[src/rtl/io_bus_pkg.sv]
// Shared decode constants and read-return selector for the cpu I/O bridge.
package io_bus_pkg;

  // Value of cpu_a_i[17:16] that selects the memory-mapped I/O window.
  localparam logic [1:0] IO_BASE_SEL = 2'b11;

  // Offsets within the I/O window, taken from cpu_a_i[2:0].
  localparam logic [2:0] OFF_UART = 3'd0;
  localparam logic [2:0] OFF_CNT  = 3'd4;

  // Source of the byte returned on cpu_din_o in the cycle after a read.
  typedef enum logic [2:0] {
    RD_RAM,
    RD_RX,
    RD_CNT0,
    RD_CNT1,
    RD_CNT2,
    RD_CNT3,
    RD_ZERO
  } rd_sel_e;

endpackage

[src/rtl/io_tx_fifo.sv]
// Byte FIFO that buffers UART TX writes; the head entry is presented directly.
module io_tx_fifo #(
  parameter int DEPTH = 8,
  parameter int AW    = 3
) (
  input  logic       clk_in,
  input  logic       rst_in,
  input  logic       push,
  input  logic [7:0] push_data,
  input  logic       pop,
  output logic       full,
  output logic       empty,
  output logic [7:0] head
);

  logic [7:0]  mem_q [DEPTH];
  logic [AW-1:0] wr_ptr_q, wr_ptr_d;
  logic [AW-1:0] rd_ptr_q, rd_ptr_d;
  logic [AW:0]   count_q, count_d;

  // Pointer and occupancy update; pointers wrap naturally because DEPTH is a power of two.
  always_comb begin
    // NOTE: every combinational output gets a default first so no path can infer a latch.
    wr_ptr_d = wr_ptr_q;
    rd_ptr_d = rd_ptr_q;
    count_d  = count_q;
    if (push) wr_ptr_d = wr_ptr_q + AW'(1);
    if (pop)  rd_ptr_d = rd_ptr_q + AW'(1);
    case ({push, pop})
      2'b10:   count_d = count_q + (AW+1)'(1);
      2'b01:   count_d = count_q - (AW+1)'(1);
      default: count_d = count_q;
    endcase
  end

  // Control state register.
  always_ff @(posedge clk_in or negedge rst_in) begin
    if (!rst_in) begin
      wr_ptr_q <= '0;
      rd_ptr_q <= '0;
      count_q  <= '0;
    end else begin
      wr_ptr_q <= wr_ptr_d;
      rd_ptr_q <= rd_ptr_d;
      count_q  <= count_d;
    end
  end

  // Entry storage written at the tail.
  // NOTE: storage is deliberately not reset; the pointers and count define what is valid.
  always_ff @(posedge clk_in) begin
    if (push) mem_q[wr_ptr_q] <= push_data;
  end

  assign full  = (count_q == (AW+1)'(DEPTH));
  assign empty = (count_q == '0);
  assign head  = mem_q[rd_ptr_q];

endmodule

[src/rtl/io_bus_bridge.sv]
// Splits the cpu byte bus between RAM and the I/O window (UART RX/TX, cycle counter, stop flag).
module io_bus_bridge
  import io_bus_pkg::*;
#(
  parameter int TX_DEPTH = 8,
  parameter int TX_AW    = 3
) (
  input  logic        clk_in,
  input  logic        rst_in,
  input  logic [31:0] cpu_a_i,
  input  logic [7:0]  cpu_dout_i,
  input  logic        cpu_wr_i,
  output logic [7:0]  cpu_din_o,
  output logic        cpu_rdy_o,
  output logic [16:0] ram_a_o,
  output logic [7:0]  ram_dout_o,
  output logic        ram_we_o,
  input  logic [7:0]  ram_din_i,
  input  logic [7:0]  rx_data_i,
  input  logic        rx_valid_i,
  output logic        rx_pop_o,
  output logic [7:0]  tx_data_o,
  output logic        tx_valid_o,
  input  logic        tx_ready_i,
  output logic        prog_stop_o
);

  logic       io;
  logic [2:0] io_off;
  logic       uart_wr, stop_wr, push_req;
  logic       tx_pop, tx_push, fifo_full, fifo_empty;
  logic [7:0] push_data;
  logic       rd_acc;
  logic       unused_addr_hi;

  logic [31:0] cnt_q, cnt_d;
  logic [31:0] snap_q, snap_d;
  logic        prog_stop_q, prog_stop_d;
  rd_sel_e     rd_sel_q, rd_sel_d;
  logic        rd_pend_q, rd_pend_d;
  logic [7:0]  rx_byte_q, rx_byte_d;
  logic        rx_pop_q, rx_pop_d;

  assign unused_addr_hi = ^cpu_a_i[31:18];

  assign io     = (cpu_a_i[17:16] == IO_BASE_SEL);
  assign io_off = cpu_a_i[2:0];

  // A zero byte to the UART is dropped, so it never pushes nor stalls; a stop write pushes 0x00.
  assign uart_wr   = io & cpu_wr_i & (io_off == OFF_UART) & (cpu_dout_i != 8'h00);
  assign stop_wr   = io & cpu_wr_i & (io_off == OFF_CNT);
  assign push_req  = uart_wr | stop_wr;
  assign push_data = stop_wr ? 8'h00 : cpu_dout_i;

  // A simultaneous pop frees a slot, so a full FIFO only stalls when the UART is not draining it.
  assign tx_pop    = tx_valid_o & tx_ready_i;
  assign cpu_rdy_o = !(push_req & fifo_full & !tx_pop);
  assign tx_push   = push_req & cpu_rdy_o;
  assign rd_acc    = cpu_rdy_o & !cpu_wr_i;

  assign ram_a_o    = cpu_a_i[16:0];
  assign ram_dout_o = cpu_dout_i;
  assign ram_we_o   = rst_in & !io & cpu_wr_i & cpu_rdy_o;

  io_tx_fifo #(
    .DEPTH (TX_DEPTH),
    .AW    (TX_AW)
  ) u_tx_fifo (
    .clk_in    (clk_in),
    .rst_in    (rst_in),
    .push      (tx_push),
    .push_data (push_data),
    .pop       (tx_pop),
    .full      (fifo_full),
    .empty     (fifo_empty),
    .head      (tx_data_o)
  );

  assign tx_valid_o = !fifo_empty;

  // Next-state for counter, stop flag and the read-return selector.
  always_comb begin
    cnt_d       = prog_stop_q ? cnt_q : cnt_q + 32'd1;
    prog_stop_d = prog_stop_q | stop_wr & cpu_rdy_o;
    snap_d      = snap_q;
    rd_sel_d    = rd_sel_q;
    rd_pend_d   = rd_acc;
    rx_byte_d   = rx_byte_q;
    rx_pop_d    = 1'b0;
    if (rd_acc) begin
      if (!io) begin
        rd_sel_d = RD_RAM;
      end else begin
        case (io_off)
          OFF_UART: begin
            rd_sel_d  = RD_RX;
            rx_byte_d = rx_valid_i ? rx_data_i : 8'h00;
            rx_pop_d  = rx_valid_i;
          end
          // Offset 4 refreshes the snapshot so bytes 5..7 read back a coherent value.
          OFF_CNT: begin
            rd_sel_d = RD_CNT0;
            snap_d   = cnt_q;
          end
          3'd5:    rd_sel_d = RD_CNT1;
          3'd6:    rd_sel_d = RD_CNT2;
          3'd7:    rd_sel_d = RD_CNT3;
          default: rd_sel_d = RD_ZERO;
        endcase
      end
    end
  end

  // State register; reset discards any pending read and stops the counter at zero.
  always_ff @(posedge clk_in or negedge rst_in) begin
    // NOTE: sequential state uses non-blocking assignments so every flop samples pre-edge values.
    if (!rst_in) begin
      cnt_q       <= '0;
      snap_q      <= '0;
      prog_stop_q <= 1'b0;
      rd_sel_q    <= RD_RAM;
      rd_pend_q   <= 1'b0;
      rx_byte_q   <= '0;
      rx_pop_q    <= 1'b0;
    end else begin
      cnt_q       <= cnt_d;
      snap_q      <= snap_d;
      prog_stop_q <= prog_stop_d;
      rd_sel_q    <= rd_sel_d;
      rd_pend_q   <= rd_pend_d;
      rx_byte_q   <= rx_byte_d;
      rx_pop_q    <= rx_pop_d;
    end
  end

  // Read-return mux, active only in the cycle after an accepted read.
  always_comb begin
    cpu_din_o = 8'h00;
    if (rd_pend_q) begin
      case (rd_sel_q)
        RD_RAM:  cpu_din_o = ram_din_i;
        RD_RX:   cpu_din_o = rx_byte_q;
        RD_CNT0: cpu_din_o = snap_q[7:0];
        RD_CNT1: cpu_din_o = snap_q[15:8];
        RD_CNT2: cpu_din_o = snap_q[23:16];
        RD_CNT3: cpu_din_o = snap_q[31:24];
        default: cpu_din_o = 8'h00;
      endcase
    end
  end

  assign rx_pop_o    = rx_pop_q;
  assign prog_stop_o = prog_stop_q;

endmodule

[config.mk]
export PLATFORM = sky130hd
export DESIGN_NAME = io_bus_bridge
export DESIGN_NICKNAME = d
export VERILOG_FILES = /design/src/rtl/io_bus_pkg.sv /design/src/rtl/io_tx_fifo.sv /design/src/rtl/io_bus_bridge.sv
export SDC_FILE = /design/constraint.sdc
export NUM_CORES = 1
export LEC_CHECK = 0
export BUFFER_PORTS_ARGS = -buffer_cell sky130_fd_sc_hd__clkbuf_2
export CAP_MARGIN = 20
export CORE_MARGIN = 2
export CORE_UTILIZATION = 45
export CTS_CLUSTER_DIAMETER = 40
export DETAILED_ROUTE_END_ITERATION = 6
export MAX_ROUTING_LAYER = met4
export PLACE_DENSITY_LB_ADDON = 0.1
export SLEW_MARGIN = 20
export SYNTH_ARGS = -nofsm -noshare
export SYNTH_HDL_FRONTEND = slang
export SYNTH_SLANG_ARGS = --single-unit
[constraint.sdc]
create_clock -name clk_in -period 5.4 [get_ports clk_in]
set_input_delay 0.54 -clock clk_in [delete_from_list [all_inputs] [get_ports clk_in]]
set_output_delay 0.54 -clock clk_in [all_outputs]
set_load 0.02 [all_outputs]
======== Word level (Yosys, flattened, before mapping) ========
Memories as Yosys holds them, arrays and structs flattened.
Index checks and enable logic that the tools add are counted.
storage, ports and cells
  bits in registers ....................... 88
  bits in writable memories ............... 64
  input port bits ......................... 61
  output and inout bits ................... 46
  memories kept ........................... 1
cells by class
  $add $sub $neg .......................... 5
  equality and inequality tests ........... 13
  mux-type cells .......................... 12
  bitwise logic cells ..................... 15
  reductions and logical operators ........ 12
memories
  memory           depth  width  rd ports  clocked after Yosys merged registers in  write ports  RTL line          text
  u_tx_fifo.mem_q  8      8      1         0                                        1            io_tx_fifo.sv:16  logic [7:0] mem_q [DEPTH];
operators by type and width
  cell                   count
  $pmux 8 s6             1
  $add 32x1->32 const B  1
  $mux 8                 3
  $eq 3x3->1 const B     6
  $pmux 3 s5             1
  $and 1x1->1            13
  $pmux 4 s2             1
  $reduce_bool 8->1      1
  $add 3x1->3 const B    2
  $eq 3x2->1 const B     2
  $logic_not 3->1        2
  $reduce_and 3->1       2
  $logic_not 1->1        5
  $mux 1                 5
  $add 4x1->4 const B    1
  $eq 2x2->1 const B     2
  $eq 4x4->1 const B     1
  $logic_not 4->1        1
  $sub 4x1->4 const B    1
  $eq 3x1->1 const B     1
  $mux 3                 1
  $eq 2x1->1 const B     1
  $or 1x1->1             2
  $reduce_bool 2->1      1

======== Depth between registers and ports, before layout ========
  depth in word-level cells ............... 11
  depth in mapped cells ................... 9

======== Modules after synthesis ========
From an unflattened synthesis, not the netlist that was laid out.
unflattened totals
  cell total of the unflattened synthesis .. 491
  area total of the unflattened synthesis .. 6984.2 um2
by module, submodules not included
  module         times used  cells each  area an instance (um2)
  io_bus_bridge  1           344         3943.8
  io_tx_fifo     1           147         3040.4

======== Worst setup path before layout ========
No wires, ideal clock.
  kind .................................... input-to-reg
  from .................................... input cpu_a_i[1]
  to ...................................... memory u_tx_fifo.mem_q[1][0], enable pin
  arrival ................................. 2.258 ns
  required time ........................... 5.005 ns
  setup slack ............................. 2.748 ns
  stages on the path ...................... 4
  buffers on the path ..................... 0
  cell sequence ........................... nor4bb_1 o211ai_2 nor2_4 nor4bb_1
on the way
  word-level cells in the longest chain between the ends .. 10
  elaborated cells between the ends (all ways) .. 12
  classes of those cells .................. eq/ne: 1; mux: 2; bitwise: 7; reduce/logical: 2
ends and longest elaborated chain
  element                           RTL line             text
  start, declared                   io_bus_bridge.sv:10  input logic [31:0] cpu_a_i,
  $logic_not 3->1                   io_bus_bridge.sv:50  assign uart_wr = io & cpu_wr_i & (io_off == OFF_UART) & (cpu_dout_i != 8'h00);
  $and 1x1->1 (2 in a row)          io_bus_bridge.sv:50
  $or 1x1->1 (*)                    io_bus_bridge.sv:52  assign push_req = uart_wr | stop_wr;
  $and 1x1->1 (2 in a row)          io_bus_bridge.sv:57  assign cpu_rdy_o = !(push_req & fifo_full & !tx_pop);
  $logic_not 1->1                   io_bus_bridge.sv:57
  $and 1x1->1 (*)                   io_bus_bridge.sv:58  assign tx_push = push_req & cpu_rdy_o;
  $mux 1 (*)                        io_tx_fifo.sv:52     if (push) mem_q[wr_ptr_q] <= push_data;
  $mux 1 (implied by the code) (*)  io_tx_fifo.sv:52
  end, declared                     io_tx_fifo.sv:16
Mark *: on every way between the ends. The rest lies on a longest branch, timed or not.

======== Worst setup path in the final report ========
  from .................................... register rd_sel_q[0]
  to ...................................... output cpu_din_o[6]
on the way
  word-level cells in the longest chain between the ends .. 3
  elaborated cells between the ends (all ways) .. 8
  classes of those cells .................. eq/ne: 5; mux: 2; reduce/logical: 1
ends and longest elaborated chain
  element                             RTL line              text
  start, declared                     io_bus_bridge.sv:39   rd_sel_e rd_sel_q, rd_sel_d;
  start signal, assigned              io_bus_bridge.sv:129  rd_sel_q <= rd_sel_d;
  $eq 3x3->1 (tied with other cells)  io_bus_bridge.sv:140  case (rd_sel_q)
  $pmux 8 s6 (*)                      io_bus_bridge.sv:140
  $mux 8 (*)                          io_bus_bridge.sv:139  if (rd_pend_q) begin
  end, declared                       io_bus_bridge.sv:13   output logic [7:0] cpu_din_o,
Marked as above.

==> flow_summary.ini <==
[status]
outcome = complete, no violations

[final_layout]
filler_cell_count = 1300
mostFrequentLayoutCells = 87 x dfrtp_1, 65 x clkbuf_2, 64 x edfxtp_1
syn_to_final_growth_pct = 14.67
final_nets = 621
drive_gt1_share_pct = 28.04
layout_commonest_cell = dfrtp_1
insertedDiodeCount = 0

[floorplanning]
die_w_um = 127.6
design.core.area_sq_um = 15090
row_count = 45
die_h_um = 127.6
io_pins = 107
dieArea_sq_um = 16280
start_util_pct = 45.56

[timing]
fin_skew_ns = 0.007750
fin_crit_ns = 2.931
final.setup.tns_ns = 0
rsz0062_at_grt = no
max_freq_ghz = 0.3412
hold_viol_final = 0
setup_viol = 0
worst_pin_slew_ns = 0.8972
slew_headroom_pct = 39.96
finalCritPeriodShare_pct = 54.28
slew_viol_final = 0
hold_ws_ns = 0.3429

[global_route]
grt_pass1_vias = 4177
grtUsageTotal_pct = 19.25
grt_pass1_wl_mm = 22.36
antenna_found_initial = 0
grt_use_met3_pct = 4.062
grt_use_met1_pct = 23.51
grt_max_degree = 82
grt-ovfl-total = 0
gr-usage-met2_pct = 31.77
grt_busiest_layer = met2

[drt]
wl_mm = 14.05
vias = 4035
drc = 0
ant_nets = 0
vias_per_cell = 5.344
wl_per_cell_um = 18.61
first_iter_violations = 263
drtPass1Iterations = 4

[clock_tree]
clk-insertion-delay-late_ns = 0.43
clock-sinks = 152
clockRootBuffer = clkbuf_16
cts_setup_buffers = 0
cts_tree = done
htreeDepth = 4
clkTransAtPathRegs_ns = 0.06
numCtsBuffers = 17
clock_path_buffers = 2

[worst_setup_path]
crit_type = reg -> out
r2r-start = u_tx_fifo.count_q[0]
crit_slowest_cell = dfrtp_1
worstSetupStartpointType = register
cp_num_buf_inv = 3
cp.required_ns = 4.86
rr_endpoint = u_tx_fifo.count_q[3]
reg2reg_slack_ns = 2.93
slowest_delay_ns = 0.57
path_cells = buf_4 -> mux4_2 -> inv_1 -> o22ai_1 -> and2_1 -> clkbuf_2
critPathLaunch = rd_sel_q[0]
arrival_ns = 2.39
critPathCaptureType = primary output
critPathTopFamily = flip-flops
reg2reg_depth = 9
critPathMaxFanout = 16

[logic_synthesis]
synth_cell_types = 52
synth_cells = 502
seq_area_frac_synth_pct = 59.99
synth_area_sq_um = 6874
ys_ff_latch = 152
syn_nets = 569
ys.warnings.count = 0
syn_area_per_cell_sq_um = 13.69

[flow_run]
max_cap_violations = 0

[placed_design]
portBuffers = 66
gp_congestion = 0.8015
hpwl_mm = 9.643

[power_and_ir_drop]
power_density_nw_per_um2 = 427.9
leakage_nw = 3.305
ir_drop_mv = 0.2180
finalPower_mw = 3.373

[hold_path]
hp-start = rx_data_i[4]
min_path_cells = 3
whs_endpoint = rx_byte_q[4]
hold_class = in -> reg
metal layers:
metal / part of all wire, % / up-vias
met5: 0 / -
met2: 51 / 74
met3: 3.5 / 23
li1: - / 1913
met1: 44 / 2025
met4: 1.6 / 0
layout make-up:
type | instances | area [sq um] | area share, %
multi-input combinational | 295 | 2441 | 30.97
clock buffer | 18 | 429.2 | 5.444
timing repair buffer | 75 | 406.6 | 5.159
clock inverter | 14 | 196.4 | 2.492
tap | 188 | 235.2 | 2.984
sequential | 152 | 4125 | 52.33
inverter | 13 | 48.80 | 0.6190
worst min-delay path, stage by stage:
cell	delay [ns]
clkbuf_2	0.08
nand2_1	0.05
o21ai_0	0.06
what timing repair did:
item | in CTS | in global routing
hold buffers | 1 | 0
resized for setup | 0 | 0
hold endpoints to repair | 7 | 0
power by group:
group	switching (mW)	internal [mW]
Clock	0.483	0.777
Combinational	0.270	0.343
Sequential	0.195	1.31
Total	0.948	2.43
how the worst max path moves through the flow:
stage	endpoint	cells past startpoint	slack (ns)
after floorplan	u_tx_fifo.mem_q[1][0]	4	2.75
after global placement	u_tx_fifo.count_q[3]	10	2.55
after detailed placement	u_tx_fifo.count_q[3]	10	2.45
after CTS	cpu_din_o[6]	6	2.40
after global routing	cpu_din_o[6]	6	2.34
final	cpu_din_o[6]	6	2.47
sequential cells by signal, summed over array words and instances (netlist names):
register / count
u_tx_fifo.rd_ptr_q: 3
u_tx_fifo.mem_q: 64
u_tx_fifo.wr_ptr_q: 3
cnt_q: 32
rx_byte_q: 8
u_tx_fifo.count_q: 4
snap_q: 32
rx_pop_o: 1
rd_pend_q: 1
prog_stop_o: 1
rd_sel_q: 3
stage by stage:
step,area (sq um),std cells,util [%],setup slack [ns]
final,7883,755,52.24,2.469
after global routing,7883,755,52.24,2.343
after CTS,7879,755,52.21,2.404
after detailed placement,7243,722,48.00,2.448
after global placement,7242,722,47.99,2.552
after floorplan,6874,502,-,2.748
synthesized netlist by cell type, drive strengths merged:
master	count	area share, %
dfrtp	88	32
edfxtp	64	28
nand2	44	2.4
mux2	40	6.6
buf	35	3.4
xnor2	23	2.9
mux4	20	6.6
o21ai	18	1.3
nor2	17	1.0
nand3	15	1.1
xor2	15	1.9
and2	14	1.3
inv	13	0.71
mux2i	13	1.9
a21oi	9	0.71
nor3	9	0.73
and3	8	0.80
clkbuf	7	0.38
ha	5	0.91
nor4	5	0.46
o22ai	4	0.36
nand2b	3	0.27
nand4	3	0.27
nand4b	3	0.38
nor2b	3	0.27
o211ai	3	0.40
a2111oi	2	0.25
and4	2	0.25
and4b	2	0.35
nor4bb	2	0.29
o211a	2	0.29
or3	2	0.25
or4	2	0.22
a21o	1	0.11
a22o	1	0.13
a22oi	1	0.11
fa	1	0.29
nor4b	1	0.13
o21bai	1	0.11
or3b	1	0.16
kinds of logic after synthesis:
family	synth area share, %
flops	59.99
compound gates	3.786
buf+inv	4.496
simple gates	10.68
fa+ha+maj	1.201
xor+xnor	4.842
mux	15.00
No activity file was read; power rests on OpenSTA's default activity.
